`src/rtl/cache_config.sv`:
```
// Shared cache configuration: widths, cache FSM types and L2 arbiter types.
// Latency: n/a (types, constants and one pure helper function).
// Backpressure: n/a.
package cache_config;

  localparam int ADDRESS_WIDTH  = 32;
  localparam int DATA_WIDTH     = 32;

  // Number of L1 requesters sharing the L2 by default (legal 2..4).
  localparam int L2_ARB_NUM_REQ = 2;

  // L1 cache controller states.
  typedef enum logic [2:0] {
    CACHE_IDLE,
    CACHE_COMPARE_TAG,
    CACHE_ALLOCATE,
    CACHE_WRITE_BACK
  } cache_state_t;

  // L2 request arbiter states.
  typedef enum logic [1:0] {
    IDLE,
    LATCH,
    WAIT,
    RELEASE
  } l2_arb_state_t;

  // Operation latched for the current L2 owner.
  typedef enum logic [1:0] {
    OP_NONE,
    OP_READ,
    OP_WRITE,
    OP_WB
  } l2_op_t;

  // Pick one operation from a requester: write-back beats write beats read,
  // so a dirty eviction always reaches L2 before the refill that needs it.
  function automatic l2_op_t l2_op_sel(input logic rd, input logic wr, input logic wb);
    l2_op_t op;
    op = OP_NONE;
    if (wb) begin
      op = OP_WB;
    end else if (wr) begin
      op = OP_WRITE;
    end else if (rd) begin
      op = OP_READ;
    end
    return op;
  endfunction

endpackage : cache_config

```
`src/rtl/main_memory_config.sv`:
```
// Shared main-memory geometry used by the cache hierarchy.
// Latency: n/a (constants only).
// Backpressure: n/a.
package main_memory_config;

  // Width of one write-back block moved between L2 and main memory.
  localparam int MAIN_MEMORY_DATA_WIDTH = 128;

endpackage : main_memory_config

```
`src/rtl/l2_request_arbiter_rr_pick.sv`:
```
// Round-robin winner selection over a request vector, starting after last_grant.
// Latency: purely combinational.
// Backpressure: none; valid_o low when no requester is pending.
module rr_pick #(
  parameter int NUM_REQ = 2,
  parameter int IDW     = $clog2(NUM_REQ)
) (
  input  logic [NUM_REQ-1:0] req_i,
  input  logic [IDW-1:0]     last_grant_i,
  output logic [IDW-1:0]     winner_o,
  output logic               valid_o
);

  // Scan from last_grant+1 around the ring; the first pending requester wins.
  always_comb begin
    int   idx;
    logic found;
    idx      = 0;
    found    = 1'b0;
    winner_o = '0;
    for (int i = 1; i <= NUM_REQ; i++) begin
      idx = (int'(last_grant_i) + i) % NUM_REQ;
      if (!found && req_i[IDW'(idx)]) begin
        found    = 1'b1;
        winner_o = IDW'(idx);
      end
    end
    valid_o = found;
  end

endmodule : rr_pick

```
`src/rtl/l2_request_arbiter.sv`:
```
// Arbitrates NUM_REQ L1 requesters onto one L2 port (IDLE/LATCH/WAIT/RELEASE).
// Latency: request seen in IDLE at n -> l2_*_request at n+2; >= 4 cycles per transaction.
// Backpressure: the owner holds the L2 until its matching strobe, a request drop,
//   or (with L2_ARB_TIMEOUT_EN defined) a TIMEOUT_CYCLES watchdog abort.
module l2_request_arbiter
  import cache_config::*;
  import main_memory_config::*;
#(
  parameter int NUM_REQ        = L2_ARB_NUM_REQ,
  parameter int TIMEOUT_CYCLES = 64
) (
  input  logic                                      clk,
  input  logic                                      reset,
  input  logic [NUM_REQ-1:0]                        req_read,
  input  logic [NUM_REQ-1:0]                        req_write,
  input  logic [NUM_REQ-1:0]                        req_wb,
  input  logic [NUM_REQ-1:0][ADDRESS_WIDTH-1:0]     req_addr,
  input  logic [NUM_REQ-1:0][DATA_WIDTH-1:0]        req_wdata,
  input  logic [NUM_REQ-1:0][MAIN_MEMORY_DATA_WIDTH-1:0] req_wb_data,
  output logic                                      l2_read_request,
  output logic                                      l2_write_request,
  output logic                                      l2_write_back_request,
  output logic [ADDRESS_WIDTH-1:0]                  l2_address,
  output logic [DATA_WIDTH-1:0]                     l2_wdata,
  output logic [MAIN_MEMORY_DATA_WIDTH-1:0]         l2_wb_data,
  input  logic                                      l2_ready,
  input  logic                                      l2_write_verified,
  input  logic                                      l2_write_back_verified,
  output logic [NUM_REQ-1:0]                        gnt_ready,
  output logic [NUM_REQ-1:0]                        gnt_write_verified,
  output logic [NUM_REQ-1:0]                        gnt_wb_verified,
  output logic [$clog2(NUM_REQ)-1:0]                grant_id,
  output logic                                      busy,
  output logic                                      timeout_err
);

  localparam int IDW = $clog2(NUM_REQ);

  if (NUM_REQ < 2 || NUM_REQ > 4 || TIMEOUT_CYCLES < 2) begin : g_bad_param
    $error("l2_request_arbiter: NUM_REQ must be 2..4 and TIMEOUT_CYCLES >= 2");
  end

  l2_arb_state_t                     state_q;
  l2_op_t                            op_q;
  l2_op_t                            win_op;
  logic [IDW-1:0]                    winner_q;
  logic [IDW-1:0]                    last_grant_q;
  logic [IDW-1:0]                    grant_id_q;
  logic                              busy_q;
  logic                              rd_req_q;
  logic                              wr_req_q;
  logic                              wb_req_q;
  logic [ADDRESS_WIDTH-1:0]          addr_q;
  logic [DATA_WIDTH-1:0]             wdata_q;
  logic [MAIN_MEMORY_DATA_WIDTH-1:0] wb_data_q;

  logic [NUM_REQ-1:0] any_req;
  logic [IDW-1:0]     pick_winner;
  logic               pick_vld;
  logic               still_req;
  logic               strobe_hit;
  logic               tmo_hit;
  logic [NUM_REQ-1:0] gnt_sel;

  assign any_req = req_read | req_write | req_wb;

  rr_pick #(
    .NUM_REQ (NUM_REQ),
    .IDW     (IDW)
  ) u_rr_pick (
    .req_i        (any_req),
    .last_grant_i (last_grant_q),
    .winner_o     (pick_winner),
    .valid_o      (pick_vld)
  );

  // Decode the winner's operation and, for the current owner, whether it still
  // requests and whether this cycle carries its matching L2 strobe.
  always_comb begin
    win_op     = l2_op_sel(req_read[winner_q], req_write[winner_q], req_wb[winner_q]);
    still_req  = 1'b0;
    strobe_hit = 1'b0;
    case (op_q)
      OP_READ: begin
        still_req  = req_read[grant_id_q];
        strobe_hit = l2_ready;
      end
      OP_WRITE: begin
        still_req  = req_write[grant_id_q];
        strobe_hit = l2_write_verified;
      end
      OP_WB: begin
        still_req  = req_wb[grant_id_q];
        strobe_hit = l2_write_back_verified;
      end
      default: begin
        still_req  = 1'b0;
        strobe_hit = 1'b0;
      end
    endcase
  end

  // Completions go combinationally to the owner only, and only in WAIT; a strobe
  // for a different operation type is simply not routed.
  always_comb begin
    gnt_sel            = (state_q == WAIT) ? (NUM_REQ'(1) << grant_id_q) : '0;
    gnt_ready          = (op_q == OP_READ  && l2_ready)               ? gnt_sel : '0;
    gnt_write_verified = (op_q == OP_WRITE && l2_write_verified)      ? gnt_sel : '0;
    gnt_wb_verified    = (op_q == OP_WB    && l2_write_back_verified) ? gnt_sel : '0;
  end

`ifdef L2_ARB_TIMEOUT_EN
  localparam int TW = $clog2(TIMEOUT_CYCLES + 1);

  logic [TW-1:0] wait_cnt_q;
  logic          timeout_err_q;

  assign tmo_hit     = (wait_cnt_q == TW'(TIMEOUT_CYCLES - 1));
  assign timeout_err = timeout_err_q;

  // Watchdog: count WAIT cycles from zero; abort pulse when the limit is reached
  // without the matching strobe (a real completion on that cycle wins).
  always_ff @(posedge clk or posedge reset) begin
    if (reset) begin
      wait_cnt_q    <= '0;
      timeout_err_q <= 1'b0;
    end else begin
      timeout_err_q <= (state_q == WAIT) && tmo_hit && !strobe_hit && still_req;
      if (state_q == WAIT) begin
        wait_cnt_q <= wait_cnt_q + TW'(1);
      end else begin
        wait_cnt_q <= '0;
      end
    end
  end
`else
  assign tmo_hit     = 1'b0;
  assign timeout_err = 1'b0;
`endif

  // Arbiter FSM with registered L2 request, payload, grant_id and busy.
  always_ff @(posedge clk or posedge reset) begin
    if (reset) begin
      state_q      <= IDLE;
      op_q         <= OP_NONE;
      winner_q     <= '0;
      last_grant_q <= IDW'(NUM_REQ - 1);
      grant_id_q   <= '0;
      busy_q       <= 1'b0;
      rd_req_q     <= 1'b0;
      wr_req_q     <= 1'b0;
      wb_req_q     <= 1'b0;
      addr_q       <= '0;
      wdata_q      <= '0;
      wb_data_q    <= '0;
    end else begin
      case (state_q)
        IDLE: begin
          if (pick_vld) begin
            winner_q <= pick_winner;
            state_q  <= LATCH;
          end
        end
        LATCH: begin
          if (win_op != OP_NONE) begin
            grant_id_q <= winner_q;
            busy_q     <= 1'b1;
            op_q       <= win_op;
            rd_req_q   <= (win_op == OP_READ);
            wr_req_q   <= (win_op == OP_WRITE);
            wb_req_q   <= (win_op == OP_WB);
            addr_q     <= req_addr[winner_q];
            wdata_q    <= req_wdata[winner_q];
            wb_data_q  <= req_wb_data[winner_q];
            state_q    <= WAIT;
          end else begin
            // Winner withdrew between pick and latch: nothing to issue.
            state_q <= RELEASE;
          end
        end
        WAIT: begin
          // Completion, withdrawal or watchdog all end ownership; the owner
          // has had its turn in each case, so last_grant advances to it.
          if (strobe_hit || !still_req || tmo_hit) begin
            busy_q       <= 1'b0;
            op_q         <= OP_NONE;
            rd_req_q     <= 1'b0;
            wr_req_q     <= 1'b0;
            wb_req_q     <= 1'b0;
            last_grant_q <= grant_id_q;
            state_q      <= RELEASE;
          end
        end
        RELEASE: begin
          state_q <= IDLE;
        end
        default: begin
          state_q <= IDLE;
        end
      endcase
    end
  end

  assign l2_read_request       = rd_req_q;
  assign l2_write_request      = wr_req_q;
  assign l2_write_back_request = wb_req_q;
  assign l2_address            = addr_q;
  assign l2_wdata              = wdata_q;
  assign l2_wb_data            = wb_data_q;
  assign grant_id              = grant_id_q;
  assign busy                  = busy_q;

endmodule : l2_request_arbiter
```
`config.mk`:
```
export PLATFORM = sky130hd
export DESIGN_NAME = l2_request_arbiter
export DESIGN_NICKNAME = d
export VERILOG_FILES = /design/src/rtl/cache_config.sv /design/src/rtl/main_memory_config.sv /design/src/rtl/l2_request_arbiter_rr_pick.sv /design/src/rtl/l2_request_arbiter.sv
export SDC_FILE = /design/constraint.sdc
export NUM_CORES = 1
export LEC_CHECK = 0
export BUFFER_PORTS_ARGS = -buffer_cell sky130_fd_sc_hd__buf_2
export CORE_AREA = 5 5 232 234
export DETAILED_ROUTE_END_ITERATION = 8
export DIE_AREA = 0 0 237 239
export PLACE_DENSITY_LB_ADDON = 0.08
export SETUP_SLACK_MARGIN = 0.5
export SLEW_MARGIN = 20
export SYNTH_ARGS = -nofsm -noshare
export SYNTH_HDL_FRONTEND = slang
export SYNTH_HIERARCHICAL = 1
export SYNTH_SLANG_ARGS = --single-unit
export TNS_END_PERCENT = 5
```
`constraint.sdc`:
```
create_clock -name clk -period 9.3 [get_ports clk]
set_input_delay 1.395 -clock clk [delete_from_list [all_inputs] [get_ports clk]]
set_output_delay 1.395 -clock clk [all_outputs]
set_load 0.02 [all_outputs]
```
## Yosys cells after proc, flatten, opt, wreduce, memory -nomap -nowiden

Index checks and enable logic that the tools add are counted.

| operators by class | value |
|---|---|
| $add $sub $neg | 2 |
| $lt $le $gt $ge | 4 |
| equal/unequal tests | 12 |
| shift operators | 1 |
| multiplexer cells | 51 |
| bitwise logic cells | 2 |
| reductions and logical operators | 15 |

Operators by type and width:

| cell | number |
|---|---|
| two-way mux 128 bit | 2 |
| two-way mux 32 bit | 4 |
| two-way mux 1 bit | 27 |
| two-way mux 2 bit | 10 |
| == test 2 bit (second input constant) | 6 |
| case mux 1 bit (2 select lines) | 4 |
| case mux 2 bit (4 select lines) | 1 |
| AND reduction 2 bit | 4 |
| == test 2 x 1 -> 1 bit (second input constant) | 3 |
| less-than comparator 1 x 3 -> 1 bit (second input constant) | 2 |
| case mux 1 bit (3 select lines) | 2 |
| logical AND 1 bit | 4 |
| less-than comparator 1 x 2 -> 1 bit (second input constant) | 2 |
| inequality test 2 bit (second input constant) | 2 |
| case mux 2 bit (2 select lines) | 1 |
| nonzero test 2 bit | 2 |
| AND reduction 3 bit | 1 |
| adder 1 bit (second input constant) | 2 |
| logical NOT 1 bit | 2 |
| logical NOT 2 bit | 1 |
| inequality test 2 x 1 -> 1 bit (second input constant) | 1 |
| bitwise OR 1 bit | 2 |
| << shifter 1 x 1 -> 2 bit (first input constant) | 1 |
| logical OR 1 bit | 1 |

| word-level totals | value |
|---|---|
| register bits | 203 |
| input bits | 395 |
| output and inout port bits | 204 |
| logic and storage cells | 99 |

## Depth between registers and ports, before layout

| depth | value |
|---|---|
| word-level depth | 10 |
| depth in mapped cells | 9 |
| depth with buffers taken out | 6 |

## Cells and area by module

Netlist, hierarchy kept.

Modules (own cells, without submodules):

| module | instances | cells an instance | area an instance (µm²) | seq. area each (µm²) |
|---|---|---|---|---|
| l2_request_arbiter | 1 | 926 | 9504.1 | 5081.1 |
| rr_pick | 1 | 2 | 21.3 | 0.0 |

## Worst setup path after synthesis

OpenSTA, ideal clock, no wires.

| path | value |
|---|---|
| kind | input -> output |
| start | input l2_ready |
| end | output gnt_ready[1] |
| arrival | 1.745 ns |
| data required time | 7.905 ns |
| slack | 6.160 ns |
| stages on the path | 2 |
| path buffers | 0 |
| path through | nand2_1 -> nor2_1 |

| on the way | value |
|---|---|
| cells in the longest elaborated chain, start to end | 2 |

RTL lines:

| what | line | text |
|---|---|---|
| start: declaration | l2_request_arbiter.sv:26 | `input logic l2_ready,` |
| logical AND 1 bit | l2_request_arbiter.sv:107 | `gnt_ready = (op_q == OP_READ && l2_ready) ? gnt_sel : '0;` |
| two-way mux 2 bit | l2_request_arbiter.sv:107 |  |
| end: declaration | l2_request_arbiter.sv:29 | `output logic [NUM_REQ-1:0] gnt_ready,` |

No other way between the ends.

## Worst setup path in the final report

| path | value |
|---|---|
| start | input req_wb[0] |
| end | register wb_data_q[119] (netlist: l2_wb_data[119]) |

| on the way | value |
|---|---|
| cells in the longest elaborated chain, start to end | 5 |

RTL lines:

| what | line | text |
|---|---|---|
| start: declaration | l2_request_arbiter.sv:16 | `input logic [NUM_REQ-1:0] req_wb,` |
| two-way mux 1 bit (not written as such) (2 in series) | l2_request_arbiter.sv:80 | `win_op = l2_op_sel(req_read[winner_q], req_write[winner_q], req_wb[winner_q]);` |
| two-way mux 2 bit | cache_config.sv:41 | `if (wb) begin` |
| nonzero test 2 bit | l2_request_arbiter.sv:165 | `if (win_op != OP_NONE) begin` |
| AND reduction 2 bit (no source line) | - |  |
| end signal: assignment | l2_request_arbiter.sv:174 | `wb_data_q <= req_wb_data[winner_q];` |
| end: declaration | l2_request_arbiter.sv:55 | `logic [MAIN_MEMORY_DATA_WIDTH-1:0] wb_data_q;` |

No other way between the ends. The select of a mux whose other input is x is not followed.
A chain may end at the register's enable or synchronous reset.

==> flow_metrics.env <==
export IMPL_grt_usage=0.124
export IMPL_cts_buffers=27
export IMPL_power_density_nw_per_um2=363
export IMPL_cts_resized=0
export IMPL_crit_path_end_kind="register"
export IMPL_period_minus_slack_ns=3.76
export IMPL_postCtsSetupRepairBufs=0
export IMPL_vias=8534
export IMPL_place_inst=2150
export IMPL_die_width_um=237
export IMPL_cts_path_max_buffers=3
export IMPL_grt_max_degree=197
export IMPL_cts_sinks=203
export IMPL_diodes=0
export IMPL_tns_ns=0
export IMPL_die_area_um2=56600
export IMPL_area_growth_pct=46.7
export IMPL_grt_pass1_wl_um=54900
export IMPL_final_max_slew_viol_count=0
export IMPL_vias_per_cell=3.88
export IMPL_synthCells=927
export IMPL_num_nets_final=1890
export IMPL_crit_type="input pin to register"
export IMPL_clkTransAtPathRegs_ns=0.06
export IMPL_gp_congestion=0.784
export IMPL_crit_required_ns=9.67
export IMPL_first_global_vias=8965
export IMPL_rsz0062_at_grt="false"
export IMPL_outcome="finished clean"
export IMPL_clk_latency_ns=0.53
export IMPL_peakVddDrop_v=0.000156
export IMPL_critPathLaunchType="input pin"
export IMPL_fin_crit_sh=0.404
export IMPL_finalSetupViolCount=0
export IMPL_drtIter0Drc=316
export IMPL_start_util=0.184
export IMPL_route_detailed_wl_per_inst_um=17.0
export IMPL_synth_avg_cell_area_um2=10.3
export IMPL_drv_cap=0
export IMPL_hold_path_class="register to register"
export IMPL_dpl_worst_slack_ns=4.98
export IMPL_die_height_um=239
export IMPL_relSlewSlack=0.333
export IMPL_layout_cells_non_filler=2197
export IMPL_yosys_warnings=6
export IMPL_cts_tree="built"
export IMPL_worstPathArrival_ns=4.13
export IMPL_cp_max_fo=108
export IMPL_postRouteAntennaNets=0
export IMPL_postCtsHoldBufs=0
export IMPL_drive_above_1_share=0.429
export IMPL_finClkSkew_ns=0.00779
export IMPL_synth_nets=1326
export IMPL_synth_area_um2=9520
export IMPL_fmax_mhz=266
export IMPL_port_buffers=597
export IMPL_io_pins=599
export IMPL_core_area_um2=51800
export IMPL_dp_hpwl_um=29500
export IMPL_worst_pin_slew_ns=1.00
export IMPL_wl_um=37500
export IMPL_htree_levels=1
export IMPL_rows=84
export IMPL_hold_viol=0
export IMPL_grt_antenna_before_repair=0
export IMPL_layout_setup_ws_ns=5.54
export IMPL_overflow=0
export IMPL_drc_errors=0
export IMPL_firstDrtPassIters=4
export IMPL_p_leak_uw=0.00753
export IMPL_cts_root_buf="clkbuf_16"
[layer usage]
metal	part of all wire	vias up	track usage	routed length, um
met1	0.39	3875	0.146	14600
met2	0.52	292	0.227	19500
met5	0	-	0	0
li1	-	4325	-	-
met4	0.021	0	0.0278	789
met3	0.068	42	0.0330	2550
[cell type report]
cell class / instances / area, um2
multi-input combinational: 647 / 4100
sequential: 203 / 5080
tap: 688 / 861
fill: 5608 / 37900
clock buffer: 43 / 776
inverter: 8 / 37.5
clock inverter: 4 / 50.0
timing repair buffer: 604 / 3050
[cells in the final DEF, fill, tap and decap left out, types with 2 or more instances in the layout]
| cell | n |
|---|---|
| clkbuf_1 | 12 |
| nor2_1 | 9 |
| mux2i_1 | 194 |
| nand3b_1 | 2 |
| clkinvlp_4 | 2 |
| ha_1 | 4 |
| clkbuf_16 | 27 |
| nand2_1 | 201 |
| nor3b_1 | 2 |
| dfrtp_1 | 201 |
| nor2b_1 | 4 |
| o21ai_1 | 2 |
| buf_4 | 6 |
| nand2b_1 | 4 |
| a2bb2oi_1 | 2 |
| mux2_1 | 4 |
| o21ai_0 | 196 |
| inv_1 | 7 |
| clkbuf_8 | 4 |
| mux2_2 | 2 |
| o22ai_1 | 4 |
| buf_2 | 597 |
[final timing paths]
path	from	to	slack (ns)	cells after the start
worst max-delay path	req_wb[0]	l2_wb_data[119]$_DFFE_PP0P_	5.54	5
worst min-delay path	l2_wdata[1]$_DFFE_PP0P_	l2_wdata[1]$_DFFE_PP0P_	0.47	2
worst max register to register	winner_q$_DFFE_PP0P_	l2_wb_data[119]$_DFFE_PP0P_	5.70	4
worst min register to register	l2_wdata[1]$_DFFE_PP0P_	l2_wdata[1]$_DFFE_PP0P_	0.47	2
max in group asynchronous	reset	winner_q$_DFFE_PP0P_	6.94	3
min in group asynchronous	reset	l2_wb_data[127]$_DFFE_PP0P_	0.94	2
[power by group]
group	leakage (uW)	internal, uW	switching (uW)	total (uW)
sequential	0.00250	1330	257	1590
combinational	0.00464	867	1620	2490
clock	0.000394	593	391	983
total	0.00753	2790	2270	5060
[worst max-delay path, stage by stage]
cell,delay [ns]
buf_2,0.13
nor4_1,0.62
or3b_4,0.81
buf_4,0.83
o21ai_0,0.23
[sequential cells by signal (all words and copies together) (netlist names)]
register               cells
l2_address                32
l2_wb_data               128
l2_read_request            1
grant_id                   1
last_grant_q               1
l2_write_back_request      1
op_q                       2
l2_wdata                  32
l2_write_request           1
winner_q                   1
busy                       1
state_q                    2
[stage by stage]
stage / util / power (uW) / hold WS, ns / area (um2)
final: 0.269 / 5060 / 0.470 / 14000
after global routing: 0.269 / 5480 / 0.489 / 14000
after CTS: 0.269 / 5210 / 0.477 / 14000
after detailed placement: 0.254 / 4190 / 0.465 / 13100
after global placement: 0.254 / 4170 / 0.457 / 13100
after floorplan: - / 3220 / 0.514 / 9520
(Power assumes the default switching activity.)
